==> src/rtl/md4_candidate_driver.sv <==
// md4_candidate_driver
// Host-side master for one md4 core. It accepts a password candidate, feeds
// its bytes to the core on read requests, and collects the 16 digest bytes.
// It then compares the digest with the target hash and reports a one-cycle
// result pulse carrying the match, timeout and captured-digest information.
module md4_candidate_driver #(
  parameter int MAX_LEN        = 8,
  parameter int LEN_W          = 4,
  parameter int TIMEOUT_CYCLES = 4096
) (
  input  logic                 CLK,
  input  logic                 RESET_N,
  input  logic                 CAND_VALID,
  output logic                 CAND_READY,
  input  logic [MAX_LEN*8-1:0] CAND_DATA,
  input  logic [LEN_W-1:0]     CAND_LEN,
  input  logic [127:0]         TARGET_HASH,
  output logic                 MD4_START,
  input  logic                 MD4_BUSY,
  input  logic                 MD4_DONE,
  output logic [63:0]          MD4_INPUT_SIZE,
  output logic [7:0]           MD4_INPUT_BYTE,
  output logic                 MD4_INPUT_EMPTY,
  input  logic                 MD4_INPUT_READ,
  input  logic [7:0]           MD4_OUTPUT_BYTE,
  output logic                 MD4_OUTPUT_FULL,
  input  logic                 MD4_OUTPUT_WRITE,
  output logic                 RESULT_VALID,
  output logic                 RESULT_MATCH,
  output logic                 RESULT_TIMEOUT,
  output logic [127:0]         RESULT_HASH
);

  localparam int TMR_W = (TIMEOUT_CYCLES > 1) ? $clog2(TIMEOUT_CYCLES) : 1;

  localparam logic [1:0] ST_IDLE  = 2'd0;
  localparam logic [1:0] ST_RUN   = 2'd1;
  localparam logic [1:0] ST_CHECK = 2'd2;

  // Pick candidate byte idx out of the packed candidate word.
  function automatic logic [7:0] sel_byte(input logic [MAX_LEN*8-1:0] data,
                                          input logic [LEN_W-1:0]     idx);
    logic [7:0] b;
    b = 8'h00;
    for (int i = 0; i < MAX_LEN; i++) begin
      b = (idx == LEN_W'(i)) ? data[8*i +: 8] : b;
    end
    return b;
  endfunction

  // Registered state
  logic [1:0]           state_r;
  logic [MAX_LEN*8-1:0] cand_r;
  logic [127:0]         target_r;
  logic [LEN_W-1:0]     len_r;
  logic [LEN_W-1:0]     rd_ptr_r;
  logic [4:0]           hash_cnt_r;
  logic                 done_seen_r;
  logic [TMR_W-1:0]     timer_r;
  logic [127:0]         digest_r;
  logic                 cand_ready_r;
  logic                 start_r;
  logic [63:0]          in_size_r;
  logic [7:0]           in_byte_r;
  logic                 in_empty_r;
  logic                 out_full_r;
  logic                 res_valid_r;
  logic                 res_match_r;
  logic                 res_timeout_r;
  logic [127:0]         res_hash_r;

  // Next-state values
  logic [1:0]           state_nxt_s;
  logic [MAX_LEN*8-1:0] cand_nxt_s;
  logic [127:0]         target_nxt_s;
  logic [LEN_W-1:0]     len_nxt_s;
  logic [LEN_W-1:0]     rd_ptr_nxt_s;
  logic [4:0]           hash_cnt_nxt_s;
  logic                 done_seen_nxt_s;
  logic [TMR_W-1:0]     timer_nxt_s;
  logic [127:0]         digest_nxt_s;
  logic                 cand_ready_nxt_s;
  logic                 start_nxt_s;
  logic [63:0]          in_size_nxt_s;
  logic [7:0]           in_byte_nxt_s;
  logic                 in_empty_nxt_s;
  logic                 out_full_nxt_s;
  logic                 res_valid_nxt_s;
  logic                 res_match_nxt_s;
  logic                 res_timeout_nxt_s;
  logic [127:0]         res_hash_nxt_s;

  // Helper terms
  logic [LEN_W-1:0] len_clamped_s;
  logic             read_acc_s;
  logic             write_acc_s;
  logic [LEN_W-1:0] rd_ptr_inc_s;
  logic [127:0]     digest_upd_s;
  logic [4:0]       hash_cnt_upd_s;
  logic             done_now_s;
  logic             finish_s;
  logic             timer_expired_s;
  logic             unused_busy_s;

  // BUSY is status only; nothing in the handshake depends on it.
  assign unused_busy_s = MD4_BUSY;

  assign len_clamped_s   = (CAND_LEN > LEN_W'(MAX_LEN)) ? LEN_W'(MAX_LEN) : CAND_LEN;
  assign read_acc_s      = (state_r == ST_RUN) && MD4_INPUT_READ && !in_empty_r;
  assign write_acc_s     = (state_r == ST_RUN) && MD4_OUTPUT_WRITE && !out_full_r;
  assign rd_ptr_inc_s    = rd_ptr_r + {{(LEN_W-1){1'b0}}, 1'b1};
  assign digest_upd_s    = write_acc_s ? {digest_r[119:0], MD4_OUTPUT_BYTE} : digest_r;
  assign hash_cnt_upd_s  = write_acc_s ? (hash_cnt_r + 5'd1) : hash_cnt_r;
  // DONE and the last digest byte may arrive in either order or together.
  assign done_now_s      = done_seen_r || MD4_DONE;
  assign finish_s        = done_now_s && (hash_cnt_upd_s == 5'd16);
  assign timer_expired_s = (timer_r == TMR_W'(TIMEOUT_CYCLES - 1));

  // Next-state logic for the IDLE -> RUN -> CHECK job sequence.
  always_comb begin
    state_nxt_s       = state_r;
    cand_nxt_s        = cand_r;
    target_nxt_s      = target_r;
    len_nxt_s         = len_r;
    rd_ptr_nxt_s      = rd_ptr_r;
    hash_cnt_nxt_s    = hash_cnt_r;
    done_seen_nxt_s   = done_seen_r;
    timer_nxt_s       = timer_r;
    digest_nxt_s      = digest_r;
    cand_ready_nxt_s  = cand_ready_r;
    start_nxt_s       = start_r;
    in_size_nxt_s     = in_size_r;
    in_byte_nxt_s     = in_byte_r;
    in_empty_nxt_s    = in_empty_r;
    out_full_nxt_s    = out_full_r;
    res_valid_nxt_s   = 1'b0;
    res_match_nxt_s   = res_match_r;
    res_timeout_nxt_s = res_timeout_r;
    res_hash_nxt_s    = res_hash_r;

    case (state_r)
      ST_IDLE: begin
        if (CAND_VALID && cand_ready_r) begin
          cand_nxt_s        = CAND_DATA;
          target_nxt_s      = TARGET_HASH;
          len_nxt_s         = len_clamped_s;
          rd_ptr_nxt_s      = {LEN_W{1'b0}};
          in_size_nxt_s     = 64'(len_clamped_s);
          in_empty_nxt_s    = (len_clamped_s == {LEN_W{1'b0}});
          in_byte_nxt_s     = (len_clamped_s == {LEN_W{1'b0}}) ? 8'h00 : CAND_DATA[7:0];
          hash_cnt_nxt_s    = 5'd0;
          done_seen_nxt_s   = 1'b0;
          timer_nxt_s       = {TMR_W{1'b0}};
          digest_nxt_s      = 128'h0;
          res_match_nxt_s   = 1'b0;
          res_timeout_nxt_s = 1'b0;
          res_hash_nxt_s    = 128'h0;
          start_nxt_s       = 1'b1;
          out_full_nxt_s    = 1'b0;
          cand_ready_nxt_s  = 1'b0;
          state_nxt_s       = ST_RUN;
        end else begin
          cand_ready_nxt_s  = 1'b1;
        end
      end

      ST_RUN: begin
        // Input side: present the next byte, or go empty after the last one.
        if (read_acc_s) begin
          rd_ptr_nxt_s = rd_ptr_inc_s;
          if (rd_ptr_inc_s == len_r) begin
            in_byte_nxt_s  = 8'h00;
            in_empty_nxt_s = 1'b1;
          end else begin
            in_byte_nxt_s  = sel_byte(cand_r, rd_ptr_inc_s);
            in_empty_nxt_s = 1'b0;
          end
        end else begin
          rd_ptr_nxt_s = rd_ptr_r;
        end

        // Output side and completion tracking.
        digest_nxt_s    = digest_upd_s;
        hash_cnt_nxt_s  = hash_cnt_upd_s;
        done_seen_nxt_s = done_now_s;
        out_full_nxt_s  = (hash_cnt_upd_s == 5'd16);
        timer_nxt_s     = timer_r + {{(TMR_W-1){1'b0}}, 1'b1};

        if (finish_s) begin
          state_nxt_s       = ST_CHECK;
          start_nxt_s       = 1'b0;
          out_full_nxt_s    = 1'b1;
          in_empty_nxt_s    = 1'b1;
          in_byte_nxt_s     = 8'h00;
          res_valid_nxt_s   = 1'b1;
          res_match_nxt_s   = (digest_upd_s == target_r);
          res_timeout_nxt_s = 1'b0;
          res_hash_nxt_s    = digest_upd_s;
        end else if (timer_expired_s) begin
          state_nxt_s       = ST_CHECK;
          start_nxt_s       = 1'b0;
          out_full_nxt_s    = 1'b1;
          in_empty_nxt_s    = 1'b1;
          in_byte_nxt_s     = 8'h00;
          res_valid_nxt_s   = 1'b1;
          res_match_nxt_s   = 1'b0;
          res_timeout_nxt_s = 1'b1;
          res_hash_nxt_s    = digest_upd_s;
        end else begin
          start_nxt_s       = 1'b1;
        end
      end

      ST_CHECK: begin
        // The result pulse is this single cycle; the next cycle is idle.
        res_valid_nxt_s  = 1'b0;
        cand_ready_nxt_s = 1'b1;
        state_nxt_s      = ST_IDLE;
      end

      default: begin
        state_nxt_s      = ST_IDLE;
        cand_ready_nxt_s = 1'b1;
        start_nxt_s      = 1'b0;
        out_full_nxt_s   = 1'b1;
        in_empty_nxt_s   = 1'b1;
        in_byte_nxt_s    = 8'h00;
        res_valid_nxt_s  = 1'b0;
      end
    endcase
  end

  // State and output registers with synchronous active-low reset.
  always_ff @(posedge CLK) begin
    if (!RESET_N) begin
      state_r       <= ST_IDLE;
      cand_r        <= {(MAX_LEN*8){1'b0}};
      target_r      <= 128'h0;
      len_r         <= {LEN_W{1'b0}};
      rd_ptr_r      <= {LEN_W{1'b0}};
      hash_cnt_r    <= 5'd0;
      done_seen_r   <= 1'b0;
      timer_r       <= {TMR_W{1'b0}};
      digest_r      <= 128'h0;
      cand_ready_r  <= 1'b1;
      start_r       <= 1'b0;
      in_size_r     <= 64'h0;
      in_byte_r     <= 8'h00;
      in_empty_r    <= 1'b1;
      out_full_r    <= 1'b1;
      res_valid_r   <= 1'b0;
      res_match_r   <= 1'b0;
      res_timeout_r <= 1'b0;
      res_hash_r    <= 128'h0;
    end else begin
      state_r       <= state_nxt_s;
      cand_r        <= cand_nxt_s;
      target_r      <= target_nxt_s;
      len_r         <= len_nxt_s;
      rd_ptr_r      <= rd_ptr_nxt_s;
      hash_cnt_r    <= hash_cnt_nxt_s;
      done_seen_r   <= done_seen_nxt_s;
      timer_r       <= timer_nxt_s;
      digest_r      <= digest_nxt_s;
      cand_ready_r  <= cand_ready_nxt_s;
      start_r       <= start_nxt_s;
      in_size_r     <= in_size_nxt_s;
      in_byte_r     <= in_byte_nxt_s;
      in_empty_r    <= in_empty_nxt_s;
      out_full_r    <= out_full_nxt_s;
      res_valid_r   <= res_valid_nxt_s;
      res_match_r   <= res_match_nxt_s;
      res_timeout_r <= res_timeout_nxt_s;
      res_hash_r    <= res_hash_nxt_s;
    end
  end

  assign CAND_READY      = cand_ready_r;
  assign MD4_START       = start_r;
  assign MD4_INPUT_SIZE  = in_size_r;
  assign MD4_INPUT_BYTE  = in_byte_r;
  assign MD4_INPUT_EMPTY = in_empty_r;
  assign MD4_OUTPUT_FULL = out_full_r;
  assign RESULT_VALID    = res_valid_r;
  assign RESULT_MATCH    = res_match_r;
  assign RESULT_TIMEOUT  = res_timeout_r;
  assign RESULT_HASH     = res_hash_r;

endmodule

==> config.mk <==
export PLATFORM = sky130hd
export DESIGN_NAME = md4_candidate_driver
export DESIGN_NICKNAME = d
export VERILOG_FILES = /design/src/rtl/md4_candidate_driver.sv
export SDC_FILE = /design/constraint.sdc
export NUM_CORES = 1
export LEC_CHECK = 0
export ABC_AREA = 1
export CAP_MARGIN = 40
export CELL_PAD_IN_SITES_DETAIL_PLACEMENT = 0
export CELL_PAD_IN_SITES_GLOBAL_PLACEMENT = 1
export CORE_MARGIN = 2
export CORE_UTILIZATION = 25
export DETAILED_ROUTE_END_ITERATION = 7
export PLACE_DENSITY_LB_ADDON = 0.1
export SKIP_CTS_REPAIR_TIMING = 1
export SLEW_MARGIN = 20
export SYNTH_ARGS = -nofsm -noshare
export SYNTH_HDL_FRONTEND = slang
export SYNTH_SLANG_ARGS = --single-unit
==> constraint.sdc <==
create_clock -name CLK -period 3.5 [get_ports CLK]
set_input_delay 0.35 -clock CLK [delete_from_list [all_inputs] [get_ports CLK]]
set_output_delay 0.35 -clock CLK [all_outputs]
set_load 0.005 [all_outputs]
==> results of run 1 <==
flip-flops by register name, summed over array words and instances (netlist names), 2 cells and up:
name,cells
cand_r,64
hash_cnt_r,5
target_r,128
MD4_INPUT_BYTE,8
rd_ptr_r,4
timer_r,12
digest_r,128
state_r,2
RESULT_HASH,128
len_r,4
power by group:
| group | switching, uW | internal, uW | total [uW] |
|---|---|---|---|
| sequential | 163 | 5880 | 6040 |
| combinational | 1320 | 741 | 2060 |
| clock | 2590 | 4120 | 6700 |
synthesized netlist by cell type, types with 5 or more instances:
cell type,n,area share
xor2_1,9,0.0035
a21oi_1,125,0.028
nand4_1,30,0.0085
nor3_1,5,0.0011
inv_1,297,0.050
ha_1,7,0.0039
nor2_1,292,0.049
buf_6,13,0.0066
o21ai_1,111,0.025
nand2_1,841,0.14
or2_2,6,0.0017
o22ai_1,56,0.016
nand3b_1,31,0.010
buf_4,62,0.021
o21ai_0,316,0.071
dfxtp_1,491,0.44
clkbuf_1,137,0.023
buf_2,35,0.0079
o211ai_1,13,0.0044
inv_2,7,0.0012
nand3_1,316,0.071
worst min-delay path by stage:
| stage | slack [ps] | cells past startpoint | startpoint | end |
|---|---|---|---|---|
| finish | 180 | 3 | RESET_N | target_r[54]$_SDFFE_PN0P_ |
| global placement | 450 | 2 | cand_r[55]$_SDFFE_PN0P_ | cand_r[55]$_SDFFE_PN0P_ |
| CTS | 120 | 3 | RESET_N | target_r[30]$_SDFFE_PN0P_ |
| global route | 160 | 3 | RESET_N | digest_r[21]$_SDFFE_PN0P_ |
| detailed placement | 450 | 2 | cand_r[0]$_SDFFE_PN0P_ | cand_r[0]$_SDFFE_PN0P_ |
| floorplan | 420 | 2 | cand_r[55]$_SDFFE_PN0P_ | cand_r[55]$_SDFFE_PN0P_ |
cell families (layout without fill, tap and decap cells):
group	after synthesis	after routing	synth area share
AND/OR/NAND/NOR	1533	1533	0.289
AO/OA/AOI/OAI	632	632	0.149
buffers and inverters	555	825	0.111
flip-flops	491	491	0.443
XOR/XNOR	13	13	0.00513
adder cells (fa/ha/maj)	7	7	0.00394
other	1	62	0.000169
through the flow:
stage	hold WS [ps]	area, um2
floorplan	425	22400
global placement	448	26700
detailed placement	446	26800
CTS	125	28900
global route	160	28900
finish	185	28900
critical path: stages, from the launching register on:
cell and delay (ps):
dfxtp_1 410, inv_2 110, nand2_4 120, nor2_8 170, buf_12 310, nand2_1 120
nand2_1 80, nand2_1 60, nor2_1 240, nand3_2 160, nand2_1 130, clkinv_2 130
nor2_2 140, inv_2 50, buf_4 280, o21ai_0 230
per-layer routing:
metal  share of wire  wire (um)
met5         0.00019         16
met4           0.023       1970
met3           0.054       4620
met2            0.46      39300
met1            0.46      39600
cell type report:
type / instances / area share
Antenna cell: 2 / 0.000173
Clock inverter: 21 / 0.00983
Sequential cell: 491 / 0.340
Multi-Input combinational cell: 2245 / 0.353
Timing Repair Buffer: 408 / 0.143
Tap cell: 1165 / 0.0505
Inverter: 305 / 0.0400
Clock buffer: 91 / 0.0637
==> reports/metrics.cfg, run 1 <==
[run]
drv_cap = 0

[critical_path]
arrival_ps = 3400
cp_max_fo = 63
r2r_setup_slack_ps = 640
worstPathRequired_ps = 4040
r2r_end = RESULT_HASH[127]$_SDFFE_PN0P_
critPathKind = reg -> reg
worstRegToRegCells = 15
startpoint = state_r[1]$_SDFFE_PN0P_
crit_end = RESULT_HASH[127]$_SDFFE_PN0P_
timing.rr.start = state_r[1]$_SDFFE_PN0P_
end_kind = flip-flop
crit_path_start_kind = flip-flop

[layout]
seq_area_mm2 = 0.00983
fin_util = 0.327
final_cell_mix = nand2_1 (840), dfxtp_1 (491), clkdlybuf4s50_1 (355)
layout-drive-gt1-share = 0.0514
finalNonFillerCells = 4728
nets = 3730
layout_commonest_cell = nand2_1
fillers = 9604
multiInputGateArea_mm2 = 0.0102
areaGrowthSynthToFinish_pct = 30.1

[sta]
slew_headroom = 0.471
worstMarginPinSlew_ps = 793
final.setup.worst_slack_ps = 640
finalSetupViolations = 0
finalCritPeriodShare = 0.817
slew_viol_final = 0
max_freq_mhz = 350
period_minus_slack_ps = 2860
clock_skew_ps = 17.0
tns_ps = 0
rsz0062_at_grt = no
hold_viol_final = 0

[placement]
place.gp.congestion = 0.793
dp_cells = 4614
dp_slack_ps = 326
dp_hpwl_mm = 59.3
io_buffers = 356

[drt]
vias_per_cell = 4.60
firstDrtPassIters = 5
totalWireLength_mm = 85.5
num_vias = 21700
avgRoutedWirePerCell_um = 18.1
drc = 0
drt-initial-drc-count = 1198
ant_nets = 0

[floorplanning]
fp-row-count = 109
die_w_um = 302
die_area_mm2 = 0.0912
die_h_um = 302
core-area_mm2 = 0.0882
initial_core_util = 0.252
ios = 418

[synth]
dominantRegCellSynth = dfxtp_1
syn_avg_cell_area_um2 = 6.87
synth-async-reset-ratio = 0
synth_seq_cells = 491
syn-cell-area_mm2 = 0.0222
seq_area_frac_synth = 0.443
synth_cell_types = 38
synth_edf_count = 0
syn_inst = 3232
yosysWarnings = 0

[pwr]
p_leak_uw = 0.0117
vdd_drop_max_mv = 0.330
design_power_total_uw = 14800
powerDensity_mw_per_mm2 = 512

[clock_network]
htreeDepth = 2
clkSlewWorstSetupHoldPaths_ps = 60
clk-insertion-delay-late_ps = 630
cts-buffers-inserted = 61
clockBufferDepth = 3
cts_tree = yes
root_buffer = clkbuf_16
cts_sinks = 491

[global_route]
grt_pass1_wl_mm = 128
grt_usage = 0.182
grtUsageMet2 = 0.300
grt_start_max_net_pins = 142
grt-ovfl-total = 0
busiest_layer = met2
antenna_found_initial = 4
grtUsageMet1 = 0.243
gr-usage-met3 = 0.0347
grt_pass1_vias = 21600

[run_status]
status = finished clean

[hold_path]
hp-class = in -> reg

(Power assumes the default switching activity.)
==> run 2, diff against run 1 <==
- clock period: 3.5 -> 2.6 ns (I/O delays scaled with it)
==> run 2 against run 1 <==
  * Cell count up 3.8%
  * Sequential power up 35%
  * Sequential share of layout area down 1.8 points
  * Sequential cell count unchanged
  * Utilization up 1.8 points
  * Power up 35%
  * Clock power up 33%
  * Critical path type unchanged
  * Largest cell class unchanged
==> reports/metrics.cfg, run 2 (synthesis gave the netlist of run 1 again) <==
[run_status]
status = finished clean

[critical_path]
path_buf_inv = 6
startpoint = state_r[0]$_SDFFE_PN0P_
timing.rr.start = state_r[0]$_SDFFE_PN0P_
critical_path.max_stage_delay_ps = 370
slowest_stage = dfxtp_2
worstPathRequired_ps = 3170
crit_path_start_kind = flip-flop
critPathTopFamily = simple AND/OR/NAND/NOR gates
path_cells = inv_2 -> nor2_4 -> nand2_8 -> buf_12 -> buf_4 -> nand2_1 -> buf_4 -> nand2_1 -> inv_1 -> o21ai_0 -> inv_2 -> nand4_1 -> nor2_4 -> nand3_1 -> a21oi_1
critPathKind = reg -> reg
end_kind = flip-flop
cp_max_fo = 36
arrival_ps = 3040

[global_route]
grt_usage = 0.184
grt-ovfl-total = 0
grt_start_max_net_pins = 142
grt_pass1_wl_mm = 130
antenna_found_initial = 2
grt_pass1_vias = 22300

[placement]
dp_hpwl_mm = 61.8
place.gp.congestion = 0.814
io_buffers = 356

[layout]
diodes = 0
layout_commonest_cell = nand2_1
layout-drive-gt1-share = 0.102
nets = 3913
final_cell_mix = nand2_1 (839), dfxtp_1 (488), clkdlybuf4s50_1 (355)
areaGrowthSynthToFinish_pct = 37.2

[floorplanning]
die_h_um = 302
core-area_mm2 = 0.0882
initial_core_util = 0.252
die_w_um = 302
fp-row-count = 109
ios = 418
die_area_mm2 = 0.0912

[drt]
firstDrtPassIters = 5
num_vias = 22300
drc = 0
totalWireLength_mm = 86.7
avgRoutedWirePerCell_um = 17.7
drt-initial-drc-count = 1214
ant_nets = 0
vias_per_cell = 4.54

[clock_network]
htreeDepth = 2
cts_tree = yes
clockBufferDepth = 3
root_buffer = clkbuf_16
cts_sinks = 491
clkSlewWorstSetupHoldPaths_ps = 60
clk-insertion-delay-late_ps = 640
cts-buffers-inserted = 60

[sta]
whs_ps = 222
slew_headroom = 0.481
finalSetupViolations = 0
clock_skew_ps = 24.9
max_freq_mhz = 405
hold_viol_final = 0
finalCritPeriodShare = 0.949
rsz0062_at_grt = yes
worstMarginPinSlew_ps = 778
slew_viol_final = 0
period_minus_slack_ps = 2470

[pwr]
design_power_total_uw = 20000
p_leak_uw = 0.0127
powerDensity_mw_per_mm2 = 657
vdd_drop_max_mv = 0.478

[hold_path]
hp-class = in -> reg
min_from = TARGET_HASH[2]

[run]
drv_cap = 0

-- run 2: cell types whose count changed in the layout (fill, tap and decap cells not counted), sizes merged --
| cell | previous run | this run |
|---|---|---|
| bufinv | 7 | 6 |
| diode | 2 | 0 |
| buf | 53 | 234 |
| dlygate4sd3 | 0 | 1 |
| clkinvlp | 0 | 2 |
| clkinv | 15 | 11 |
| inv | 304 | 306 |
| clkbuf | 91 | 92 |
-- run 2: layout make-up --
| cell class | instances | area (um2) |
|---|---|---|
| inverter | 305 | 1160 |
| timing repair buffer | 592 | 5690 |
| fill | 9431 | 57800 |
| multi-input combinational | 2245 | 10200 |
| tap | 1165 | 1460 |
| clock inverter | 20 | 263 |
| clock buffer | 90 | 1850 |
| sequential | 491 | 9840 |
-- run 2: metrics by stage --
step / cell area, um2 / TNS, ps / std cells / utilization / setup slack, ps
2_1_floorplan: 22400 / 0 / 3291 / - / 561
3_3_place_gp: 28200 / -22090 / 4791 / 0.320 / -461
3_5_place_dp: 28200 / -28980 / 4791 / 0.320 / -477
4_1_cts: 30300 / -108 / 4901 / 0.344 / -108
5_1_grt: 30500 / -33.6 / 4908 / 0.345 / -33.6
6_report: 30500 / 0 / 4908 / 0.345 / 134
-- run 2: metal layers --
| metal | vias to the layer above | wire, um | track usage |
|---|---|---|---|
| met4 | 0 | 1760 | 0.0457 |
| met3 | 98 | 4100 | 0.0288 |
| li1 | 11300 | - | - |
| met1 | 10400 | 40500 | 0.246 |
| met5 | - | 0 | 0 |
| met2 | 454 | 40400 | 0.310 |
-- run 2: power breakdown --
group	switching [uW]	internal (uW)	leakage (uW)
Combinational	1810	1130	0.00762
Sequential	225	7910	0.00400
Clock	3480	5450	0.00105
Total	5520	14500	0.0127
-- run 2: final timing paths --
check	endpoint	slack, ps	cells past startpoint
worst max-delay path	RESULT_MATCH$_SDFFE_PN0P_	130	15
worst min-delay path	target_r[2]$_SDFFE_PN0P_	220	3
worst max register to register	RESULT_MATCH$_SDFFE_PN0P_	130	15
worst min register to register	cand_r[3]$_SDFFE_PN0P_	460	2
-- run 2: worst reg2reg max path, stage by stage, from the launching register on --
cell	delay, ps
dfxtp_2	370
inv_2	70
nor2_4	160
nand2_8	150
buf_12	220
buf_4	200
nand2_1	70
buf_4	100
nand2_1	40
inv_1	90
o21ai_0	140
inv_2	180
nand4_1	210
nor2_4	190
nand3_1	90
a21oi_1	140
